`config.mk`:
```
export PLATFORM = sky130hd
export DESIGN_NAME = lenet_layer_sequencer_flat
export DESIGN_NICKNAME = d
export VERILOG_FILES = /design/src/rtl/lenet_layer_sequencer_if.sv /design/src/rtl/lenet_layer_sequencer.sv /design/src/flat_wrapper.sv
export SDC_FILE = /design/constraint.sdc
export NUM_CORES = 1
export LEC_CHECK = 0
export ABC_AREA = 1
export BUFFER_PORTS_ARGS = -buffer_cell sky130_fd_sc_hd__buf_2
export CORE_AREA = 4 4 91 93
export DETAILED_ROUTE_END_ITERATION = 8
export DIE_AREA = 0 0 95 97
export GPL_TIMING_DRIVEN = 0
export PLACE_DENSITY = 0.65
export SLEW_MARGIN = 20
export SYNTH_ARGS = -nofsm -noshare
export SYNTH_HDL_FRONTEND = slang
export SYNTH_SLANG_ARGS = --single-unit
```
`constraint.sdc`:
```
create_clock -name clk -period 2.19 [get_ports clk]
set_clock_uncertainty 0.15 [all_clocks]
set_input_delay 0.5475 -clock clk [delete_from_list [all_inputs] [get_ports clk]]
set_output_delay 0.5475 -clock clk [all_outputs]
set_load 0.02 [all_outputs]
```
`src/rtl/lenet_layer_sequencer_if.sv`:
```
// Request/control bundle between the host front end and the LeNet layer sequencer.
interface lenet_layer_sequencer_if;
  logic        req_valid;
  logic        req_ready;
  logic [15:0] req_index;
  logic        abort;
  logic        l1_last;
  logic        layer_done;
  logic [2:0]  layer;
  logic [15:0] index;
  logic        state_changed;
  logic        busy;
  logic        done;
  logic        err;
  logic [1:0]  err_code;
  logic [15:0] images_done;

  modport master (
    output req_valid, req_index, abort, l1_last, layer_done,
    input  req_ready, layer, index, state_changed, busy, done, err, err_code, images_done
  );

  modport slave (
    input  req_valid, req_index, abort, l1_last, layer_done,
    output req_ready, layer, index, state_changed, busy, done, err, err_code, images_done
  );
endinterface

```
`src/rtl/lenet_layer_sequencer.sv`:
```
// Per-image LeNet layer scheduler: steps layers 1->2->3 with inter-layer gaps and a per-layer watchdog.
//   state | meaning
//   IDLE  | waiting for an image request (req_ready high)
//   RUN   | layer cur active, waiting for its completion, watchdog counting
//   GAP   | idle gap between layers, layer output 000
//   DONE  | one-cycle completion pulse after layer 3
module lenet_layer_sequencer #(
  parameter int TOTAL_IMAGE_NUM = 1000,
  parameter int GAP_CYCLES      = 4,
  parameter int TIMEOUT_CYCLES  = 65535
) (
  input  logic                      clk,
  input  logic                      rst,
  lenet_layer_sequencer_if.slave    sif
);
  localparam int GAP_W = (GAP_CYCLES > 1) ? $clog2(GAP_CYCLES) : 1;
  localparam int TO_W  = (TIMEOUT_CYCLES > 1) ? $clog2(TIMEOUT_CYCLES) : 1;
  localparam logic [GAP_W-1:0] GAP_LAST = (GAP_CYCLES > 0) ? GAP_W'(GAP_CYCLES - 1) : '0;
  localparam logic [TO_W-1:0]  TO_LAST  = (TIMEOUT_CYCLES > 0) ? TO_W'(TIMEOUT_CYCLES - 1) : '0;
  localparam logic [31:0]      IDX_LIM  = 32'(TOTAL_IMAGE_NUM);
  localparam bit               WD_EN    = (TIMEOUT_CYCLES > 0);

  typedef enum logic [1:0] {S_IDLE, S_RUN, S_GAP, S_DONE} state_t;

  state_t           state_q, state_d;
  logic [1:0]       cur_q, cur_d;
  logic [GAP_W-1:0] gap_cnt_q, gap_cnt_d;
  logic [TO_W-1:0]  wd_cnt_q, wd_cnt_d;
  logic [2:0]       layer_q, layer_d;
  logic [15:0]      index_q, index_d;
  logic             sc_q, sc_d;
  logic             busy_q, busy_d;
  logic             done_q, done_d;
  logic             err_q, err_d;
  logic [1:0]       err_code_q, err_code_d;
  logic [15:0]      images_done_q, images_done_d;

  logic accept, idx_bad, comp, wd_hit;

  // abort blocks a coincident request even though req_ready is high
  assign accept  = (state_q == S_IDLE) && sif.req_valid && !sif.abort;
  assign idx_bad = {16'h0000, sif.req_index} >= IDX_LIM;
  assign comp    = (cur_q == 2'd1) ? sif.l1_last : sif.layer_done;
  assign wd_hit  = WD_EN && (wd_cnt_q == TO_LAST);

  always_ff @(posedge clk) begin
    if (rst) begin
      state_q       <= S_IDLE;
      cur_q         <= 2'd1;
      gap_cnt_q     <= '0;
      wd_cnt_q      <= '0;
      layer_q       <= 3'b000;
      index_q       <= 16'h0000;
      sc_q          <= 1'b0;
      busy_q        <= 1'b0;
      done_q        <= 1'b0;
      err_q         <= 1'b0;
      err_code_q    <= 2'b00;
      images_done_q <= 16'h0000;
    end else begin
      state_q       <= state_d;
      cur_q         <= cur_d;
      gap_cnt_q     <= gap_cnt_d;
      wd_cnt_q      <= wd_cnt_d;
      layer_q       <= layer_d;
      index_q       <= index_d;
      sc_q          <= sc_d;
      busy_q        <= busy_d;
      done_q        <= done_d;
      err_q         <= err_d;
      err_code_q    <= err_code_d;
      images_done_q <= images_done_d;
    end
  end

  always_comb begin
    state_d   = state_q;
    cur_d     = cur_q;
    gap_cnt_d = gap_cnt_q;
    wd_cnt_d  = wd_cnt_q;
    if (sif.abort) begin
      state_d = S_IDLE;
    end else begin
      unique case (state_q)
        S_IDLE: begin
          if (accept && !idx_bad) begin
            state_d  = S_RUN;
            cur_d    = 2'd1;
            wd_cnt_d = '0;
          end
        end
        S_RUN: begin
          // completion on the watchdog's last cycle still counts as completion
          if (comp) begin
            wd_cnt_d = '0;
            if (cur_q == 2'd3) begin
              state_d = S_DONE;
            end else if (GAP_CYCLES > 0) begin
              state_d   = S_GAP;
              gap_cnt_d = '0;
            end else begin
              cur_d = cur_q + 2'd1;
            end
          end else if (wd_hit) begin
            state_d = S_IDLE;
          end else if (WD_EN) begin
            wd_cnt_d = wd_cnt_q + 1'b1;
          end
        end
        S_GAP: begin
          if (gap_cnt_q == GAP_LAST) begin
            state_d = S_RUN;
            cur_d   = cur_q + 2'd1;
          end else begin
            gap_cnt_d = gap_cnt_q + 1'b1;
          end
        end
        S_DONE:  state_d = S_IDLE;
        default: state_d = S_IDLE;
      endcase
    end
  end

  always_comb begin
    layer_d       = (state_d == S_RUN) ? 3'(3'b001 << (cur_d - 2'd1)) : 3'b000;
    sc_d          = (state_d == S_RUN) && ((state_q != S_RUN) || (cur_d != cur_q));
    busy_d        = (state_d != S_IDLE);
    done_d        = (state_d == S_DONE);
    err_d         = 1'b0;
    err_code_d    = err_code_q;
    index_d       = index_q;
    images_done_d = images_done_q;
    if (accept) begin
      if (idx_bad) begin
        err_d      = 1'b1;
        err_code_d = 2'b01;
      end else begin
        index_d    = sif.req_index;
        err_code_d = 2'b00;
      end
    end
    if (!sif.abort && (state_q == S_RUN) && !comp && wd_hit) begin
      err_d      = 1'b1;
      err_code_d = 2'b10;
    end
    if (done_d) images_done_d = images_done_q + 16'd1;
  end

  assign sif.req_ready     = (state_q == S_IDLE);
  assign sif.layer         = layer_q;
  assign sif.index         = index_q;
  assign sif.state_changed = sc_q;
  assign sif.busy          = busy_q;
  assign sif.done          = done_q;
  assign sif.err           = err_q;
  assign sif.err_code      = err_code_q;
  assign sif.images_done   = images_done_q;
endmodule
```
`src/flat_wrapper.sv`:
```
// flat-port wrapper written by rule: the top's interface ports become plain ports
module lenet_layer_sequencer_flat 
#(
  parameter int TOTAL_IMAGE_NUM = 1000,
  parameter int GAP_CYCLES      = 4,
  parameter int TIMEOUT_CYCLES  = 65535
)
  (clk, rst, sif_req_valid, sif_req_index, sif_abort, sif_l1_last, sif_layer_done, sif_req_ready, sif_layer, sif_index, sif_state_changed, sif_busy, sif_done, sif_err, sif_err_code, sif_images_done);
  lenet_layer_sequencer_if sif_i ();
  input  logic clk;
  input  logic rst;
  input wire logic [$bits(sif_i.req_valid)-1:0] sif_req_valid;
  input wire logic [$bits(sif_i.req_index)-1:0] sif_req_index;
  input wire logic [$bits(sif_i.abort)-1:0] sif_abort;
  input wire logic [$bits(sif_i.l1_last)-1:0] sif_l1_last;
  input wire logic [$bits(sif_i.layer_done)-1:0] sif_layer_done;
  output wire logic [$bits(sif_i.req_ready)-1:0] sif_req_ready;
  output wire logic [$bits(sif_i.layer)-1:0] sif_layer;
  output wire logic [$bits(sif_i.index)-1:0] sif_index;
  output wire logic [$bits(sif_i.state_changed)-1:0] sif_state_changed;
  output wire logic [$bits(sif_i.busy)-1:0] sif_busy;
  output wire logic [$bits(sif_i.done)-1:0] sif_done;
  output wire logic [$bits(sif_i.err)-1:0] sif_err;
  output wire logic [$bits(sif_i.err_code)-1:0] sif_err_code;
  output wire logic [$bits(sif_i.images_done)-1:0] sif_images_done;
  assign sif_i.req_valid = sif_req_valid;
  assign sif_i.req_index = sif_req_index;
  assign sif_i.abort = sif_abort;
  assign sif_i.l1_last = sif_l1_last;
  assign sif_i.layer_done = sif_layer_done;
  assign sif_req_ready = sif_i.req_ready;
  assign sif_layer = sif_i.layer;
  assign sif_index = sif_i.index;
  assign sif_state_changed = sif_i.state_changed;
  assign sif_busy = sif_i.busy;
  assign sif_done = sif_i.done;
  assign sif_err = sif_i.err;
  assign sif_err_code = sif_i.err_code;
  assign sif_images_done = sif_i.images_done;
  lenet_layer_sequencer #(.TOTAL_IMAGE_NUM(TOTAL_IMAGE_NUM), .GAP_CYCLES(GAP_CYCLES), .TIMEOUT_CYCLES(TIMEOUT_CYCLES)) u_core (.clk(clk), .rst(rst), .sif(sif_i));
endmodule
```
; ---- After elaboration in Yosys (flattened, before gate mapping)
; Cells that the tools add are included.
[totals]
regBits = 63
input_bits = 22
out_inout_bits = 42
wordCells = 86
[classes]
n_addsub = 5
magnitude_cmp = 1
eq_ne = 16
shift = 1
n_mux = 26
bitwise_logic = 3
reduce_logical = 21
[op_table]
columns = op, n
row1 = $mux 16, 3
row2 = $add 16x1->16 const B, 2
row3 = $pmux 16 s2, 1
row4 = $mux 2, 13
row5 = $eq 16x16->1 const B, 1
row6 = $ge 16x10->1 const B, 1
row7 = $eq 2x2->1 const B, 5
row8 = $pmux 2 s2, 2
row9 = $pmux 2 s4, 1
row10 = $reduce_bool 2->1, 4
row11 = $logic_and 1x1->1, 7
row12 = $eq 2x1->1 const B, 3
row13 = $mux 1, 6
row14 = $ne 2x1->1 const B, 3
row15 = $reduce_and 5->1, 1
row16 = $add 2x1->2 const B, 2
row17 = $ne 2x2->1 const B, 2
row18 = $reduce_and 4->1, 1
row19 = $reduce_or 2->1, 2
row20 = $logic_not 1->1, 3
row21 = $ne 3x2->1 const B, 1
row22 = $not 1->1, 3
row23 = $shl 1x2->3 const A, 1
row24 = $logic_not 2->1, 1
row25 = 4 further kinds, 4

; ---- Logic depth before layout (Yosys ltp)
; Gate-level depths: netlist of run 1.
[logic_depth]
depth_word = 10
ltp_mapped = 13

; ---- Worst setup path after synthesis of run 1
; Ideal clock, no wire load.
[synth_timing]
path_kind = register -> register
from = register u_core.cur_q[1]
to = register u_core.wd_cnt_q[1]
setup_time_ns = 0.126
arrival_time_ns = 1.698
t_required_ns = 1.914
path_slack_ns = 0.216
path_stages_with_launch = 12
cell_sequence = dfxtp_1 inv_1 ha_1 o21ai_2 inv_1 nor2_2 nand2_1 nand2_1 nor2_4 buf_6 o21ai_0 nor2_1
[synth_via]
elab_chain_cells = 4
elab_cells_between_ends = 6
classes_between = eq/ne (2) / mux (3) / reduce/logical (1)
[synth_rtl]
columns = element, line
row1 = "start, declared", lenet_layer_sequencer.sv:26  ; logic [1:0] cur_q, cur_d;
row2 = "start signal, assigned", lenet_layer_sequencer.sv:62  ; cur_q <= cur_d;
row3 = $eq 2x1->1 (*), lenet_layer_sequencer.sv:43  ; assign comp = (cur_q == 2'd1) ? sif.l1_last : sif.layer_done;
row4 = $mux 1 (*), lenet_layer_sequencer.sv:43
row5 = $ne 3x2->1 (no line) / $mux 16 (equally long branches), n/a
row6 = $reduce_and 4->1 (no line) / $pmux 16 s2 (equally long branches), n/a
row7 = "end signal, assigned", lenet_layer_sequencer.sv:64  ; wd_cnt_q <= wd_cnt_d;
row8 = "end, declared", lenet_layer_sequencer.sv:28  ; logic [TO_W-1:0] wd_cnt_q, wd_cnt_d;
; Every way passes the cells marked *; elsewhere a longest branch is shown, timed or not.
; A chain may end at the register's enable or synchronous reset.

; ---- Final worst setup path of run 1
[layout_timing]
from = register u_core.cur_q[1]
to = register u_core.images_done_q[12] (netlist: u_core.sif.images_done[12])
[layout_via]
elab_chain_cells = 6
elab_cells_between_ends = 8
classes_between = eq/ne (3) / mux (5)
[layout_rtl]
columns = element, line
row1 = $eq 2x2->1 / $eq 2x1->1 (equally long branches), "lenet_layer_sequencer.sv:96, lenet_layer_sequencer.sv:43"
row2 = $mux 1 (on tied branches), "lenet_layer_sequencer.sv:96, lenet_layer_sequencer.sv:43"
row3 = $mux 2 (*), lenet_layer_sequencer.sv:94  ; if (comp) begin
row4 = $pmux 2 s4 (*), lenet_layer_sequencer.sv:84  ; unique case (state_q)
row5 = $mux 2 (*), lenet_layer_sequencer.sv:81  ; if (sif.abort) begin
row6 = $eq 2x2->1 (*), lenet_layer_sequencer.sv:128  ; done_d = (state_d == S_DONE);
row7 = "end signal, assigned", lenet_layer_sequencer.sv:72  ; images_done_q <= images_done_d;
row8 = "end, declared", lenet_layer_sequencer.sv:36  ; logic [15:0] images_done_q, images_done_d;
; Marked as above.

==> results.txt, run 1 <==
----------------------------------------------------
[Pwr]
  Pwr Total ... 2390 uW
  Leak ... 0.00157 uW
  Max rail drop VDD ... 0.305 mV
  Internal cell power ... 1850 uW
  Clock network power share ... 0.484
  Switching share of power ... 0.223
  P_sw ... 533 uW
  Pwr per Cell Area ... 601 nW/um^2
  Share of power burned in registers ... 0.482
  Part of the power in combinational logic ... 0.034

[Setup path]
  Critical-path maximum fanout ... 10
  Cells on worst reg2reg path ... 10
  Worst setup path endpoint ... u_core.sif.images_done[12]$_SDFFE_PP0P_
  Required time worst endpoint ... 2.25 ns
  Worst r2r src ... u_core.cur_q[1]$_SDFF_PP0_
  Launching element of the worst setup path ... u_core.cur_q[1]$_SDFF_PP0_
  Critical register-to-register path endpoint ... u_core.sif.images_done[12]$_SDFFE_PP0P_
  Arrival time reported for the critical path endpoint ... 2.06 ns
  CP Launch Type ... flop
  Flop2flop setup slack ... 0.19 ns
  Critical path class ... reg -> reg
  Setup crit end kind ... flop

[Floorplan]
  Die Ht ... 97 um
  Boundary Pins ... 64
  Core Area ... 7530 sq um
  Initial Util ... 0.433
  Die span in x ... 95 um
  Std cell rows ... 32
  Die area ... 9220 sq um

[Place]
  Half-perimeter wire length after placement ... 6060 um
  Worst-case setup slack after placement ... -0.160 ns
  Number of input and output port buffers inserted ... 62
  Final weighted congestion in routability-driven placement ... 0.902
  Placed instance count ... 620

[Synth]
  Netlist area before placement ... 3260 sq um
  Sequential cell area fraction in the yosys report ... 0.387
  Flip-flop and latch count after synthesis ... 63
  Number of cells produced by synthesis ... 456
  Number of warnings issued by yosys ... 0
  Number of nets in the synthesized netlist ... 484
  Avg Synthesized Cell Area ... 7.15 sq um
  Post-synth cell types ... 38

[Clock tree]
  Number of buffers on the longest clock path ... 2
  Clk sinks ... 63
  Root buffer cell ... clkbuf_8
  # hold bufs at CTS ... 0
  Clock latency of the later-clocked register in the worst-skew pair ... 0.35 ns
  Clock tree from TritonCTS ... yes
  H-tree depth ... 3
  Clock-pin slew of the registers on the worst-case setup and hold paths ... 0.08 ns
  Number of buffers inserted during clock tree synthesis ... 9

[Final layout]
  Post-synthesis to final-layout area growth ... 21.9%
  Proportion of layout cells with a drive suffix above 1 ... 0.223
  N_diodes ... 0
  Total number of nets in the final design ... 560
  Filler cell count in the final layout ... 784
  Number of cells in the finished layout apart from fillers ... 639

[STA]
  Final setup violating endpoints ... 0
  Normalized max-slew margin ... 0.619
  Worst-margin pin slew ... 0.572 ns
  Min Tclk post-route ... 2.00 ns
  Hold violation total from the final report ... 0
  Max-slew violation count ... 0
  RSZ-0062 raised after global routing ... false
  Tcrit/Tclk final ... 0.914
  Max Fclk ... 499 MHz
  Final worst setup slack ... 0.188 ns

[Job]
  # Max-Cap Violations ... 0

[Routing]
  Routed wire length per instance ... 12.5 um
  Vias ... 3227
  Overall routed net length ... 8020 um
  Router iterations before antenna repair ... 5
  DRC violations left ... 0
  Iteration-0 DRC Markers ... 127
  Detail-routed via count per cell ... 5.05
  Antenna viol nets, final ... 0

[Global route]
  Vias in the first global route ... 3028
  First-pass GRT wire length ... 13900 um
  GR Overflow Total ... 0
  Largest net degree at the start of global routing ... 13
  Number of antenna violations at the first check in global routing ... 0
  Total GRT Usage ... 0.187

[Worst hold path]
  Worst hold path type ... in -> reg

[Outcome]
  Status ... finished, final reports clean

----------------------------------------------------
## routing by layer
layer / routed length [um] / global-route usage / up-vias
met2: 3810 / 0.296 / 72
li1: - / - / 1652
met4: 97 / 0.0588 / 0
met5: 0 / 0 / -
met1: 3700 / 0.246 / 1492
met3: 414 / 0.0482 / 11
## sequential cells by signal, indices dropped and copies added (netlist names)
signal / flops
u_core.sif.images_done: 16
u_core.sif.index: 16
u_core.wd_cnt_q: 16
u_core.sif.layer: 3
u_core.cur_q: 2
u_core.gap_cnt_q: 2
u_core.sif.err_code: 2
u_core.state_q: 2
u_core.sif.busy: 1
u_core.sif.done: 1
u_core.sif.err: 1
u_core.sif.state_changed: 1
## repair_timing
action	in CTS	in global routing
buffers inserted	0	3
resized for setup	3	6
gates cloned	0	0
endpoints found under the setup margin	16	28
pin swaps	1	2
## through the flow
stage / util / hold WS, ns / setup TNS (ns) / cell area [sq um]
final: 0.527 / 0.286 / 0 / 3970
after global routing: 0.527 / 0.286 / 0 / 3970
after CTS: 0.523 / 0.270 / 0 / 3940
after detailed placement: 0.491 / 0.279 / -2.43 / 3700
after global placement: 0.491 / 0.275 / -1.86 / 3700
after floorplan: - / 0.302 / 0 / 3260
## worst min-delay path by stage
stage	from	to	slack [ns]	cells past startpoint
6_report	sif_req_index[2]	u_core.sif.index[2]$_SDFFE_PP0P_	0.29	3
4_1_cts	sif_req_index[2]	u_core.sif.index[2]$_SDFFE_PP0P_	0.27	3
3_5_place_dp	u_core.sif.index[12]$_SDFFE_PP0P_	u_core.sif.index[12]$_SDFFE_PP0P_	0.28	2
3_3_place_gp	u_core.sif.index[14]$_SDFFE_PP0P_	u_core.sif.index[14]$_SDFFE_PP0P_	0.27	2
2_1_floorplan	u_core.wd_cnt_q[13]$_SDFFE_PP0P_	u_core.wd_cnt_q[13]$_SDFFE_PP0P_	0.30	2
5_1_grt	sif_req_index[9]	u_core.sif.index[9]$_SDFFE_PP0P_	0.29	3
## cell usage in the layout (no fill, tap or decap), types with 3 or more instances in the layout
master    synthesis  layout
buf_6             3       3
buf_2             2      63
inv_1            37      36
ha_1              6       6
o21ai_0          12      10
nand2_4           3       3
clkbuf_8          0      10
nand4_1          23      23
nand2_1         113     112
xor2_1           10      10
dfxtp_1          63      62
nor2_2            3       3
nor4_1            3       3
nand2_2           3       4
clkbuf_1          5       5
nor2_4            6       7
nor3_1           20      20
nor2_1           57      56
nand3b_1          3       3
nand3_1          18      18
o21ai_1           3       5
buf_4             2       5
inv_2             4       5
a21oi_1          40      40
## area by class of cell
cell class | instances | area (sq um) | area share
Buffer | 13 | 83.8 | 0.0211
Clock buffer | 10 | 138 | 0.0347
Clock inverter | 6 | 92.6 | 0.0233
Inverter | 43 | 169 | 0.0425
Multi-Input combinational cell | 337 | 1760 | 0.444
Sequential cell | 63 | 1260 | 0.318
Tap cell | 102 | 128 | 0.0321
Timing Repair Buffer | 65 | 333 | 0.0838
## Yosys cell counts, drive strengths merged
cell,count,area [sq um]
nor2,66,300
nand3b,3,22.5
inv,42,160
xor2,10,87.6
o211a,1,10.0
ha,6,75.1
a21oi,42,225
clkinv,1,8.76
nor4,3,18.8
xnor2,1,8.76
o21ai,16,83.8
buf,8,62.6
nand3,21,135
nand2,119,477
nand4,24,165
clkbuf,5,18.8
dfxtp,63,1260
o21a,1,7.51
o221ai,1,8.76
nor3b,2,15.0
or2,1,6.26
nor3,20,100
## power groups by stage
stage / Clock [uW] / Combinational [uW] / Sequential, uW
after detailed placement: 0 / 78.3 / 1180
after floorplan: 0 / 37.5 / 1180
after CTS: 1190 / 80.3 / 1150
after global placement: 0 / 77.9 / 1180
after global routing: 1240 / 91.3 / 1150
final: 1160 / 81.7 / 1150
## critical path, cell delays in order, from the launching register on
cell,delay (ns)
dfxtp_2,0.35
inv_1,0.05
ha_1,0.21
nand2_1,0.12
o21ai_4,0.09
buf_4,0.15
a21oi_4,0.28
nand3_4,0.17
buf_6,0.18
nand2_1,0.06
a21oi_1,0.06
## kinds of logic after synthesis
group | synth area share
AOI/OAI and AO/OA | 0.103
xor gates and xnor gates | 0.0296
adders and majority gates | 0.0230
buffers and inverters | 0.0768
DFF | 0.387
and+or+nand+nor | 0.381
No activity file was read; power rests on OpenSTA's default activity.
==> run 2, diff against run 1 <==
Settings changed: SETUP_SLACK_MARGIN from default to 0.5.
==> run 2 against run 1 <==
  * Combinational power is 14% higher
  * Fmax rose by 7.1%
  * Non-clock buffer count grew 28
  * Worst hold slack hardly changed
  * Cell count up 4.4%
  * Utilization rose by 7.6 points
  * Largest cell class unchanged
  * Largest power group is now registers
  * Highest routed layer unchanged
==> results.txt, run 2 (synthesized netlist as in run 1, its figures left out) <==
----------------------------------------------------
[Outcome]
  Status ... finished, final reports clean (unchanged)

[Clock tree]
  Clk sinks ... 63 (unchanged)
  H-tree depth ... 3 (unchanged)
  Clock-pin slew of the registers on the worst-case setup and hold paths ... 0.07 ns (was 0.08 ns)
  Number of buffers inserted during clock tree synthesis ... 9 (unchanged)
  Clock tree from TritonCTS ... yes (unchanged)
  Number of buffers on the longest clock path ... 2 (unchanged)
  Root buffer cell ... clkbuf_8 (unchanged)
  Clock latency of the later-clocked register in the worst-skew pair ... 0.34 ns (was 0.35 ns)

[Routing]
  Vias ... 3370 (was 3227)
  Routed wire length per instance ... 13.7 um (was 12.5 um)
  Router iterations before antenna repair ... 5 (unchanged)
  Overall routed net length ... 9160 um (was 8020 um)
  Antenna viol nets, final ... 0 (unchanged)
  Detail-routed via count per cell ... 5.05 (about the same)
  Iteration-0 DRC Markers ... 149 (was 127)
  DRC violations left ... 0 (unchanged)

[Setup path]
  Cells on worst reg2reg path ... 11 (was 10)
  Critical register-to-register path endpoint ... u_core.sif.images_done[10]$_SDFFE_PP0P_ (was u_core.sif.images_done[12]$_SDFFE_PP0P_)
  Critical-path maximum fanout ... 6 (was 10)
  Worst setup path endpoint ... u_core.sif.images_done[10]$_SDFFE_PP0P_ (was u_core.sif.images_done[12]$_SDFFE_PP0P_)
  CP peak stage delay ... 0.39 ns (was 0.35 ns)
  Crit-path most repeated cell ... nand2_1 (unchanged)
  Required time worst endpoint ... 2.31 ns (was 2.25 ns)
  Flop2flop setup slack ... 0.32 ns (was 0.19 ns)
  Setup crit end kind ... flop (unchanged)
  CP max-delay cell ... dfxtp_1 (was dfxtp_2)
  CP Launch Type ... flop (unchanged)
  Critical path class ... reg -> reg (unchanged)
  Arrival time reported for the critical path endpoint ... 1.99 ns (was 2.06 ns)
  Critical path cell sequence ... nand2_1 -> nor2_2 -> nand2_2 -> o21ai_2 -> nand2_1 -> nand2_2 -> nand2_4 -> nand3_4 -> buf_8 -> nand2_1 -> a21oi_1 (was inv_1 -> ha_1 -> nand2_1 -> o21ai_4 -> buf_4 -> a21oi_4 -> nand3_4 -> buf_6 -> nand2_1 -> a21oi_1)
  Worst r2r src ... u_core.wd_cnt_q[5]$_SDFFE_PP0P_ (was u_core.cur_q[1]$_SDFF_PP0_)
  Launching element of the worst setup path ... u_core.wd_cnt_q[5]$_SDFFE_PP0P_ (was u_core.cur_q[1]$_SDFF_PP0_)

[Floorplan]
  Initial Util ... 0.433 (unchanged)
  Die area ... 9220 sq um (unchanged)
  Die span in x ... 95 um (unchanged)
  Std cell rows ... 32 (unchanged)
  Core Area ... 7530 sq um (unchanged)
  Die Ht ... 97 um (unchanged)
  Boundary Pins ... 64 (unchanged)

[Final layout]
  Post-layout instance area ... 4540 sq um (was 3970 sq um)
  Top library cells by usage in the layout, fill and taps aside ... nand2_1, buf_2, nor2_1 (was nand2_1, buf_2, dfxtp_1)
  N_diodes ... 0 (unchanged)
  Proportion of layout cells with a drive suffix above 1 ... 0.395 (was 0.223)
  Post-synthesis to final-layout area growth ... 39.3% (was 21.9%)
  Most common cell after layout, fill and taps aside ... nand2_1 (unchanged)
  Number of cells in the finished layout apart from fillers ... 667 (was 639)
  Total number of nets in the final design ... 588 (was 560)

[STA]
  Hold violation total from the final report ... 0 (unchanged)
  Min Tclk post-route ... 1.87 ns (was 2.00 ns)
  Worst-margin pin slew ... 0.633 ns (was 0.572 ns)
  Normalized max-slew margin ... 0.578 (was 0.619)
  Max Fclk ... 535 MHz (was 499 MHz)
  Tcrit/Tclk final ... 0.854 (was 0.914)
  RSZ-0062 raised after global routing ... true (was false)
  Max-slew violation count ... 0 (unchanged)
  Final hold slack ... 0.286 ns (about the same)
  Final setup violating endpoints ... 0 (unchanged)

[Worst hold path]
  Hold path cells ... 2 (was 3)
  Startpoint of the most critical hold path ... u_core.sif.index[15]$_SDFFE_PP0P_ (was sif_req_index[2])
  Worst hold path type ... reg -> reg (was in -> reg)

[Place]
  Placed instance count ... 620 (unchanged)
  Final weighted congestion in routability-driven placement ... 0.900 (was 0.902)
  Number of input and output port buffers inserted ... 62 (unchanged)
  Area of placed instances ... 3750 sq um (was 3700 sq um)
  Half-perimeter wire length after placement ... 6130 um (was 6060 um)

[Pwr]
  Max rail drop VDD ... 0.283 mV (was 0.305 mV)
  Pwr per Cell Area ... 522 nW/um^2 (was 601 nW/um^2)
  Leak ... 0.00179 uW (was 0.00157 uW)
  Pwr Total ... 2370 uW (was 2390 uW)

[Global route]
  First-pass GRT wire length ... 14800 um (was 13900 um)
  Number of antenna violations at the first check in global routing ... 0 (unchanged)
  Vias in the first global route ... 3193 (was 3028)
  GR Overflow Total ... 0 (unchanged)
  Largest net degree at the start of global routing ... 12 (was 13)
  Total GRT Usage ... 0.201 (was 0.187)

[Job]
  # Max-Cap Violations ... 0 (unchanged)

----------------------------------------------------
==> run 2: cell count changes in the layout (fill, tap and decap cells not counted), moves of 7 or more <==
cell | before | now
buf_4 | 5 | 26
nand2_1 | 112 | 93
dfxtp_1 | 62 | 45
a21oi_1 | 40 | 26
a21oi_2 | 1 | 14
dfxtp_2 | 1 | 14
nand2_4 | 3 | 13
nand2_2 | 4 | 13
nor2_1 | 56 | 48
buf_6 | 3 | 10
==> run 2: worst min path at each step <==
stage / slack, ns / to
finish: 0.29 / u_core.sif.index[15]$_SDFFE_PP0P_
CTS: 0.28 / u_core.sif.index[0]$_SDFFE_PP0P_
global placement: 0.28 / u_core.sif.index[12]$_SDFFE_PP0P_
global route: 0.31 / u_core.sif.index[6]$_SDFFE_PP0P_
floorplan: 0.30 / u_core.wd_cnt_q[13]$_SDFFE_PP0P_
detailed placement: 0.28 / u_core.sif.index[15]$_SDFFE_PP0P_
==> run 2: power breakdown <==
part	switching (uW)	internal, uW	leakage (uW)	total (uW)
Clock	460	672	0.000110	1130
Sequential	1.27	1140	0.000517	1140
Combinational	59.0	34.1	0.00117	93.1
Total	520	1850	0.00179	2370
==> run 2: cell type report <==
class,instances,area [sq um]
tap,102,128
sequential,63,1290
multi-input combinational,337,2030
fill,710,2990
clock buffer,11,141
buffer,13,95.1
timing repair buffer,93,589
clock inverter,5,81.3
inverter,43,179
==> run 2: stage by stage <==
step | worst slack [ns] | TNS [ns] | util
4_1_cts | 0.375 | 0 | 0.568
3_3_place_gp | -0.0758 | -0.955 | 0.499
3_5_place_dp | -0.0983 | -1.16 | 0.499
6_report | 0.320 | 0 | 0.603
5_1_grt | 0.166 | 0 | 0.603
2_1_floorplan | 0.256 | 0 | -
==> run 2: worst max-delay path, delay by kind of cell (launching register included) <==
kind	cells	cell delay, ns
buffers and inverters	1	0.16
flip-flops	1	0.39
AND/OR/NAND/NOR	8	0.81
AO/OA/AOI/OAI	2	0.26
==> run 2: routing by layer <==
metal | up-vias | GRT usage | wire length, um
met2 | 67 | 0.330 | 4580
met3 | 17 | 0.0498 | 363
met1 | 1569 | 0.252 | 4090
li1 | 1717 | - | -
met4 | 0 | 0.0755 | 131
met5 | - | 0 | 0
==> run 2: what timing repair did <==
action                                  CTS  global route
gates cloned                              2             1
setup buffers                            23             5
hold buffers                              0             0
endpoints found under the setup margin   58            55
gates resized for setup                  49            60
pin swaps                                18            15
